==> config.mk <==
export PLATFORM = sky130hd
export DESIGN_NAME = spdr_cmd_decoder
export DESIGN_NICKNAME = d
export VERILOG_FILES = /design/src/rtl/spdr_cmd_decoder.sv
export SDC_FILE = /design/constraint.sdc
export NUM_CORES = 1
export LEC_CHECK = 0
export CORE_AREA = 2 2 79 81
export DETAILED_ROUTE_END_ITERATION = 7
export DIE_AREA = 0 0 81 83
export GPL_ROUTABILITY_DRIVEN = 1
export PLACE_DENSITY = 0.81
export SLEW_MARGIN = 20
export SYNTH_ARGS = -nofsm -noshare
export SYNTH_HDL_FRONTEND = slang
export SYNTH_SLANG_ARGS = --single-unit
export TNS_END_PERCENT = 5
==> constraint.sdc <==
create_clock -name clk_in -period 2.9 [get_ports clk_in]
set_input_delay 0.435 -clock clk_in [delete_from_list [all_inputs] [get_ports clk_in]]
set_output_delay 0.435 -clock clk_in [all_outputs]
set_load 0.03 [all_outputs]
==> src/rtl/spdr_cmd_decoder.sv <==
// spdr_cmd_decoder: turns the spdr FIFO byte stream into register-bus
// writes/reads and returns read data on a response stream.
// Packet: HDR, ADDR, [CHK], then N write-data bytes (writes only).
// HDR[7] = write, HDR[3:0] = N-1.
// Optional feature: define SPDR_CMD_CHKSUM_EN to add the CHK byte,
// which must equal HDR ^ ADDR ^ 8'hA5.
// Response handshake: rsp_data is presented with rsp_valid; once raised,
// rsp_valid and rsp_data stay stable until the cycle rsp_ready is also high,
// and the byte is transferred on that clock edge.
module spdr_cmd_decoder #(
    parameter int TIMEOUT = 255
) (
    input  logic       clk_in,
    input  logic       rstn_in,
    input  logic [7:0] fifo_dout,
    input  logic       fifo_empty,
    output logic       fifo_pop,
    output logic [7:0] bus_addr,
    output logic [7:0] bus_wdata,
    output logic       bus_we,
    output logic       bus_re,
    input  logic [7:0] bus_rdata,
    output logic [7:0] rsp_data,
    output logic       rsp_valid,
    input  logic       rsp_ready,
    output logic       err,
    output logic [7:0] err_cnt,
    output logic [2:0] state_dbg
);

    typedef enum logic [2:0] {
        S_IDLE   = 3'd0,
        S_ADDR   = 3'd1,
        S_CHK    = 3'd2,
        S_WDATA  = 3'd3,
        S_RDREQ  = 3'd4,
        S_RDWAIT = 3'd5,
        S_RSP    = 3'd6,
        S_DRAIN  = 3'd7
    } state_t;

    localparam logic [7:0] TMO = TIMEOUT[7:0];

    state_t     state_q, state_d;
    logic       wr_q, wr_d;
    logic [3:0] cnt_q, cnt_d;
    logic [7:0] addr_q, addr_d;
    logic [7:0] tmo_q, tmo_d;
    logic [7:0] bus_addr_d, bus_wdata_d, rsp_data_d, err_cnt_d;
    logic       bus_we_d, bus_re_d, rsp_valid_d, err_d;
    logic       consume;
    logic [7:0] tmo_inc;
`ifdef SPDR_CMD_CHKSUM_EN
    logic [7:0] hdr_q, hdr_d;
`endif

    assign state_dbg = state_q;
    assign tmo_inc   = tmo_q + 8'd1;
    // Reset gating keeps the FIFO untouched while the block is held in reset.
    assign fifo_pop  = consume && !fifo_empty && rstn_in;

    // State and datapath registers; everything clears on reset.
    always_ff @(posedge clk_in or negedge rstn_in) begin
        if (!rstn_in) begin
            state_q   <= S_IDLE;
            wr_q      <= 1'b0;
            cnt_q     <= 4'd0;
            addr_q    <= 8'd0;
            tmo_q     <= 8'd0;
            bus_addr  <= 8'd0;
            bus_wdata <= 8'd0;
            bus_we    <= 1'b0;
            bus_re    <= 1'b0;
            rsp_data  <= 8'd0;
            rsp_valid <= 1'b0;
            err       <= 1'b0;
            err_cnt   <= 8'd0;
`ifdef SPDR_CMD_CHKSUM_EN
            hdr_q     <= 8'd0;
`endif
        end else begin
            state_q   <= state_d;
            wr_q      <= wr_d;
            cnt_q     <= cnt_d;
            addr_q    <= addr_d;
            tmo_q     <= tmo_d;
            bus_addr  <= bus_addr_d;
            bus_wdata <= bus_wdata_d;
            bus_we    <= bus_we_d;
            bus_re    <= bus_re_d;
            rsp_data  <= rsp_data_d;
            rsp_valid <= rsp_valid_d;
            err       <= err_d;
            err_cnt   <= err_cnt_d;
`ifdef SPDR_CMD_CHKSUM_EN
            hdr_q     <= hdr_d;
`endif
        end
    end

    // Next-state, byte consumption, bus strobes, timeout and error counting.
    always_comb begin
        state_d     = state_q;
        wr_d        = wr_q;
        cnt_d       = cnt_q;
        addr_d      = addr_q;
        tmo_d       = 8'd0;
        bus_addr_d  = bus_addr;
        bus_wdata_d = bus_wdata;
        bus_we_d    = 1'b0;
        bus_re_d    = 1'b0;
        rsp_data_d  = rsp_data;
        rsp_valid_d = rsp_valid;
        err_d       = 1'b0;
        consume     = 1'b0;
`ifdef SPDR_CMD_CHKSUM_EN
        hdr_d       = hdr_q;
`endif
        case (state_q)
            S_IDLE: begin
                consume = 1'b1;
                if (!fifo_empty) begin
                    wr_d    = fifo_dout[7];
                    cnt_d   = fifo_dout[3:0];
`ifdef SPDR_CMD_CHKSUM_EN
                    hdr_d   = fifo_dout;
`endif
                    state_d = S_ADDR;
                end
            end
            S_ADDR: begin
                consume = 1'b1;
                if (!fifo_empty) begin
                    addr_d = fifo_dout;
`ifdef SPDR_CMD_CHKSUM_EN
                    state_d = S_CHK;
`else
                    state_d = wr_q ? S_WDATA : S_RDREQ;
`endif
                end
            end
`ifdef SPDR_CMD_CHKSUM_EN
            S_CHK: begin
                consume = 1'b1;
                if (!fifo_empty) begin
                    if (fifo_dout == (hdr_q ^ addr_q ^ 8'hA5)) begin
                        state_d = wr_q ? S_WDATA : S_RDREQ;
                    end else begin
                        // Bad packet: writes still swallow their data bytes.
                        err_d   = 1'b1;
                        state_d = wr_q ? S_DRAIN : S_IDLE;
                    end
                end
            end
`endif
            S_WDATA: begin
                consume = 1'b1;
                if (!fifo_empty) begin
                    bus_we_d    = 1'b1;
                    bus_addr_d  = addr_q;
                    bus_wdata_d = fifo_dout;
                    addr_d      = addr_q + 8'd1;
                    if (cnt_q == 4'd0) state_d = S_IDLE;
                    else               cnt_d   = cnt_q - 4'd1;
                end
            end
            S_RDREQ: begin
                bus_re_d   = 1'b1;
                bus_addr_d = addr_q;
                state_d    = S_RDWAIT;
            end
            S_RDWAIT: begin
                rsp_data_d  = bus_rdata;
                rsp_valid_d = 1'b1;
                state_d     = S_RSP;
            end
            S_RSP: begin
                if (rsp_ready) begin
                    rsp_valid_d = 1'b0;
                    addr_d      = addr_q + 8'd1;
                    if (cnt_q == 4'd0) begin
                        state_d = S_IDLE;
                    end else begin
                        cnt_d   = cnt_q - 4'd1;
                        state_d = S_RDREQ;
                    end
                end
            end
            S_DRAIN: begin
                consume = 1'b1;
                if (!fifo_empty) begin
                    if (cnt_q == 4'd0) state_d = S_IDLE;
                    else               cnt_d   = cnt_q - 4'd1;
                end
            end
            default: state_d = S_IDLE;
        endcase

        // Mid-packet starvation: only byte-consuming states past the header count.
        if (consume && (state_q != S_IDLE) && fifo_empty) begin
            tmo_d = tmo_inc;
            if (tmo_inc == TMO) begin
                tmo_d   = 8'd0;
                err_d   = 1'b1;
                state_d = S_IDLE;
            end
        end

        err_cnt_d = (err_d && (err_cnt != 8'hFF)) ? err_cnt + 8'd1 : err_cnt;
    end

endmodule

==> impl_results.md, run 1 <==
- Synth Net Count: 297
- Cell Int Power: 0.00246 W
- Post-DP HPWL: 4430 um
- Setup TNS: 0 ns
- DRC errors left: 0
- Fill cell count: 490
- Crit Path Class: register to register
- HP Class: input pin to async pin
- Most frequent cells in the layout: dfrtp_1, clkdlybuf4s50_1, nand2_1, mux2_2, a21oi_1
- Fmax achieved: 379 MHz
- Antenna cells: 0
- Post-route ant nets: 0
- Clock power share: 0.187
- CP endpoint kind: register
- Synthesized instance count: 272
- Syn. warnings: 0
- Combinational share of power: 0.483
- Post-synth cell types: 49
- Die H: 83 um
- Commonest non-fill, non-tap cell in the layout: dfrtp_1
- Setup crit start kind: register
- Worst ir drop on vdd: 0.000518 V
- Die width: 81 um
- Sequential Power Share: 0.331
- Tot GR Track Use: 0.204
- Mapped Avg Cell Area: 10.8 um^2
- Tcrit/Tclk final: 0.910
- Headroom to the max-slew limit: 0.507
- RSZ-0062 raised after global routing: no
- Ports: 60
- Tmin final: 2.64 ns
- Largest net degree at the start of global routing: 61
- Synthesized flop and latch total: 60
- Initial antenna violation count: 0
- Leakage: 1.64 nW
- Vias in the first global route: 2209
- Dpl ws: 0.243 ns
- Area grow syn2layout: 31.7%
- Root buffer cell: clkbuf_8
- Clk sinks: 60
- CTS max path bufs: 2
- Status: finished clean
- Overflow after GRT: 0
- Clock slew at reported path FFs: 0.07 ns
- Sw frac: 0.401
- Final Wtd Congestion: 0.868
- Post-CTS Setup Inserts: 0
- Sequential area share after synthesis: 0.513
- Setup WS post-layout: 0.262 ns
- Core area: 5820 um^2
- Max-cap violations: 0
- Initial core utilization: 0.504
- Max-slew violations: 0
- Cts hold-fix bufs: 0
- Required @ worst endpoint: 3.12 ns
- CTS tree: yes
- Endpoints failing setup: 0
- PwrDens: 1060 nW/um^2
- Final hold violation count: 0
- Die area: 6720 um^2
- Placed Instances: 409
- Fin cells: 425
- Routed wire length: 6330 um
- Wire length of the first global-routing pass: 10500 um
- Via density: 5.40
- Routed length per instance: 14.9 um
- Switch Pwr: 0.00165 W
- CP Max Fanout: 9
- Htree depth: 3
- First drt pass iteration count: 4
- Setup Skew: 0.00461 ns
- Nets: 370
- Via count: 2297
- PortBufs: 59
- Total CTS buffers: 9
- Share of cells above drive strength 1: 0.180
- Mapped Area: 2930 um^2
- DR iter-0 viols: 127
- Post-CTS resize count: 0
- Crit path arrival time: 2.86 ns
- Clock Latency Late Sink: 0.34 ns
- Worst-margin pin slew: 0.740 ns
- Rows: 28
## stage by stage
| step | area (um^2) | utilization | hold slack, ns | power [W] |
|---|---|---|---|---|
| floorplan | 2930 | - | 0.139 | 0.00260 |
| global placement | 3660 | 0.629 | 0.465 | 0.00328 |
| detailed placement | 3660 | 0.629 | 0.495 | 0.00335 |
| CTS | 3860 | 0.664 | 0.294 | 0.00414 |
| global route | 3860 | 0.664 | 0.350 | 0.00437 |
| finish | 3860 | 0.664 | 0.260 | 0.00411 |
## state kept, by name, summed over array words and instances, names as in the netlist, 3 cells and up
name	count
tmo_q	8
rsp_data	8
err_cnt	8
bus_wdata	8
state_dbg	3
bus_addr	8
cnt_q	4
addr_q	8
## critical path, stage by stage, from the launching register on
cell	delay (ns)
dfrtp_1	0.47
ha_1	0.29
nand2b_1	0.19
or3b_1	0.39
o311a_4	0.16
nor4_4	0.54
nand4_2	0.17
mux2_4	0.32
## synth_stat cells (all sizes together)
library cell	n	area [um^2]
inv	9	33.8
o32a	1	10.0
and4b	1	11.3
nand2	25	96.4
nand3	11	55.1
nor3b	2	15.0
o311a	1	21.3
o211ai	2	15.0
and3b	1	8.76
o22ai	4	25.0
nand2b	6	37.5
buf	1	5.00
and2	2	15.0
nand4	8	71.3
a31oi	1	6.26
clkbuf	6	22.5
o32ai	2	17.5
nor3	5	30.0
nor2	19	71.3
nor4	3	40.0
a22o	3	26.3
and4	1	8.76
a21oi	21	105
and3	2	13.8
xor2	5	43.8
or3	2	17.5
dfrtp	60	1500
xnor2	8	70.1
ha	5	62.6
a21boi	1	7.51
mux2i	3	30.0
o221ai	1	8.76
mux2	26	297
or3b	1	8.76
or2	1	6.26
o21ai	19	95.1
nor2b	3	18.8
## layer usage
metal  up-vias  wire (um)  GRT usage
li1       1122          -          -
met1      1111       2860      0.273
met2        55       3140      0.311
met3         9        195     0.0391
met4         0        140      0.106
met5         -          0          0
## final cells by class
class / count / area [um^2] / area share
Sequential cell: 60 / 1500 / 0.389
Multi-Input combinational cell: 196 / 1370 / 0.354
Timing Repair Buffer: 69 / 661 / 0.171
Clock buffer: 12 / 155 / 0.0402
Tap cell: 75 / 93.8 / 0.0243
Clock inverter: 4 / 47.5 / 0.0123
Inverter: 9 / 33.8 / 0.00875
## worst paths after layout
path                                     startpoint                        to  slack [ns]  cells past startpoint
setup / recovery                 tmo_q[0]$_DFF_PN0_    err_cnt[6]$_DFFE_PN0P_        0.26                      7
hold / removal                              rstn_in   rsp_data[5]$_DFFE_PN0P_        0.26                      2
setup reg to reg                 tmo_q[0]$_DFF_PN0_    err_cnt[6]$_DFFE_PN0P_        0.26                      7
hold reg to reg            bus_wdata[3]$_DFFE_PN0P_  bus_wdata[3]$_DFFE_PN0P_        0.51                      1
max in group asynchronous                   rstn_in    err_cnt[5]$_DFFE_PN0P_        2.14                      2
min in group clk_in        bus_wdata[3]$_DFFE_PN0P_  bus_wdata[3]$_DFFE_PN0P_        0.51                      1
## power groups by stage
stage                     Combinational [W]  Sequential [W]  Clock, W
after global placement              0.00193         0.00135         0
after global routing                0.00216         0.00140  0.000814
after CTS                           0.00200         0.00136  0.000780
final                               0.00198         0.00136  0.000767
after floorplan                    0.000830         0.00177         0
after detailed placement            0.00198         0.00138         0
## cells by family after synthesis
kind of cell / count (synthesis) / synth area share
and+or+nand+nor: 93 / 0.179
DFF: 60 / 0.513
AOI/OAI and AO/OA: 56 / 0.115
muxes: 29 / 0.111
buffers and inverters: 16 / 0.0209
xor gates and xnor gates: 13 / 0.0389
adders and majority gates: 5 / 0.0214
(Power assumes the default switching activity.)
==> inputs of run 2 (changes only) <==
MAX_ROUTING_LAYER = met4   (was default)
==> run 2 against run 1 <==
  * Setup slack worse by 0.0023 ns
  * Sequential cell count unchanged
  * Power about the same
  * Die area unchanged
  * Clock skew about the same
  * Design area unchanged
  * Global-route usage increased by 0.59 points
  * Largest cell class unchanged
==> impl_results.md, run 2 (synthesis results as in run 1) <==
- Worst-margin pin slew: 0.740 ns
- Post-CTS Setup Inserts: 0
- Status: finished clean
- Metal3 WL: 179 um
- Most frequent cells in the layout: dfrtp_1, clkdlybuf4s50_1, nand2_1, mux2_2, a21oi_1
- Root buffer cell: clkbuf_8
- Routed length per instance: 14.9 um
- Leakage: 1.64 nW
- PwrDens: 1060 nW/um^2
- Endpoints failing setup: 0
- Worst path top cell family by delay: simple AND/OR/NAND/NOR gates
- Fmax achieved: 379 MHz
- CP Max Fanout: 9
- Post-DP HPWL: 4430 um
- CP Cell Sequence: ha_1 -> nand2b_1 -> or3b_1 -> o311a_4 -> nor4_4 -> nand4_2 -> mux2_4
- Dpl ws: 0.243 ns
- Core area: 5820 um^2
- Buf/Inv on CP: 0
- Worst ir drop on vdd: 0.000518 V
- Tmin final: 2.64 ns
- Cts hold-fix bufs: 0
- CP endpoint kind: register
- Max-slew violations: 0
- Tcrit/Tclk final: 0.911
- Post-CTS resize count: 0
- DRC errors left: 0
- Headroom to the max-slew limit: 0.507
- Die width: 81 um
- CP max stage cell: nor4_4
- Total CTS buffers: 9
- Area grow syn2layout: 31.7%
- Required @ worst endpoint: 3.12 ns
- Wire length of the first global-routing pass: 10500 um
- Final Wtd Congestion: 0.882
- Nets: 370
- Via density: 5.43
- Vias in the first global route: 2204
- Die area: 6720 um^2
- Commonest non-fill, non-tap cell in the layout: dfrtp_1
- Reg2reg end: err_cnt[6]$_DFFE_PN0P_
- PortBufs: 59
- Tot GR Track Use: 0.210
- Clock Latency Late Sink: 0.34 ns
- DR iter-0 viols: 119
- Clk sinks: 60
- Reg2reg start: tmo_q[0]$_DFF_PN0_
- Antenna cells: 0
- Initial core utilization: 0.504
- R2R cell count: 7
- CTS max path bufs: 2
- RSZ-0062 raised after global routing: no
- Stages on worst setup path: 7
- Setup Skew: 0.00496 ns
- Ports: 60
- Routed wire length: 6330 um
- Critical Path Source: tmo_q[0]$_DFF_PN0_
- Crit path capture: err_cnt[6]$_DFFE_PN0P_
- Critical Path Max Stage Delay: 0.54 ns
- Die H: 83 um
- FF-to-FF setup slack: 0.26 ns
- Share of cells above drive strength 1: 0.180
- DR top layer: met4
- Via count: 2306
- First drt pass iteration count: 5
- Setup WS post-layout: 0.259 ns
- Final hold violation count: 0
- Overflow after GRT: 0
- Htree depth: 3
- Fill cell count: 490
- Rows: 28
- PnR Total Power: 0.00411 W
- Crit Path Class: register to register
- DR WL met2: 3140 um
- Post-route ant nets: 0
- Clock slew at reported path FFs: 0.07 ns
- Setup TNS: 0 ns
- Setup crit start kind: register
- Crit path arrival time: 2.87 ns
- Max-cap violations: 0
- CTS tree: yes
- HP Class: input pin to async pin
- Initial antenna violation count: 0
- Routed length on met1: 2880 um
- Largest net degree at the start of global routing: 61
-- run 2: cell counts in the layout (fill, tap and decap cells not counted) --
No cell type changed its count.
-- run 2: power by group --
part	total [W]	leakage [nW]	internal (W)	switching, W
combinational	0.00198	0.792	0.000872	0.00111
sequential	0.00136	0.741	0.00115	0.000210
clock	0.000768	0.102	0.000441	0.000327
-- run 2: worst min path at each step --
stage | endpoint | slack, ns
3_5_place_dp | bus_wdata[6]$_DFFE_PN0P_ | 0.49
2_1_floorplan | addr_q[0]$_DFFE_PN0P_ | 0.14
3_3_place_gp | bus_addr[4]$_DFFE_PN0P_ | 0.47
5_1_grt | rsp_data[7]$_DFFE_PN0P_ | 0.35
4_1_cts | rsp_data[5]$_DFFE_PN0P_ | 0.29
6_report | err_cnt[0]$_DFFE_PN0P_ | 0.26
-- run 2: metal layers --
layer	vias up	track usage
met5	-	-
met4	0	0.106
met3	12	0.0391
met2	51	0.312
met1	1119	0.273
li1	1124	-
-- run 2: final cells by class --
| cell class | count | area (um^2) | share of cell area |
|---|---|---|---|
| clock buffer | 12 | 155 | 0.0402 |
| clock inverter | 4 | 47.5 | 0.0123 |
| inverter | 9 | 33.8 | 0.00875 |
| multi-input combinational | 196 | 1370 | 0.354 |
| sequential | 60 | 1500 | 0.389 |
| tap | 75 | 93.8 | 0.0243 |
| timing repair buffer | 69 | 661 | 0.171 |
-- run 2: metrics by stage --
step / cells / hold slack (ns) / cell area (um^2) / util
after global routing: 425 / 0.348 / 3860 / 0.664
after CTS: 425 / 0.294 / 3860 / 0.664
after global placement: 409 / 0.465 / 3660 / 0.629
final: 425 / 0.257 / 3860 / 0.664
after detailed placement: 409 / 0.495 / 3660 / 0.629
after floorplan: 272 / 0.139 / 2930 / -
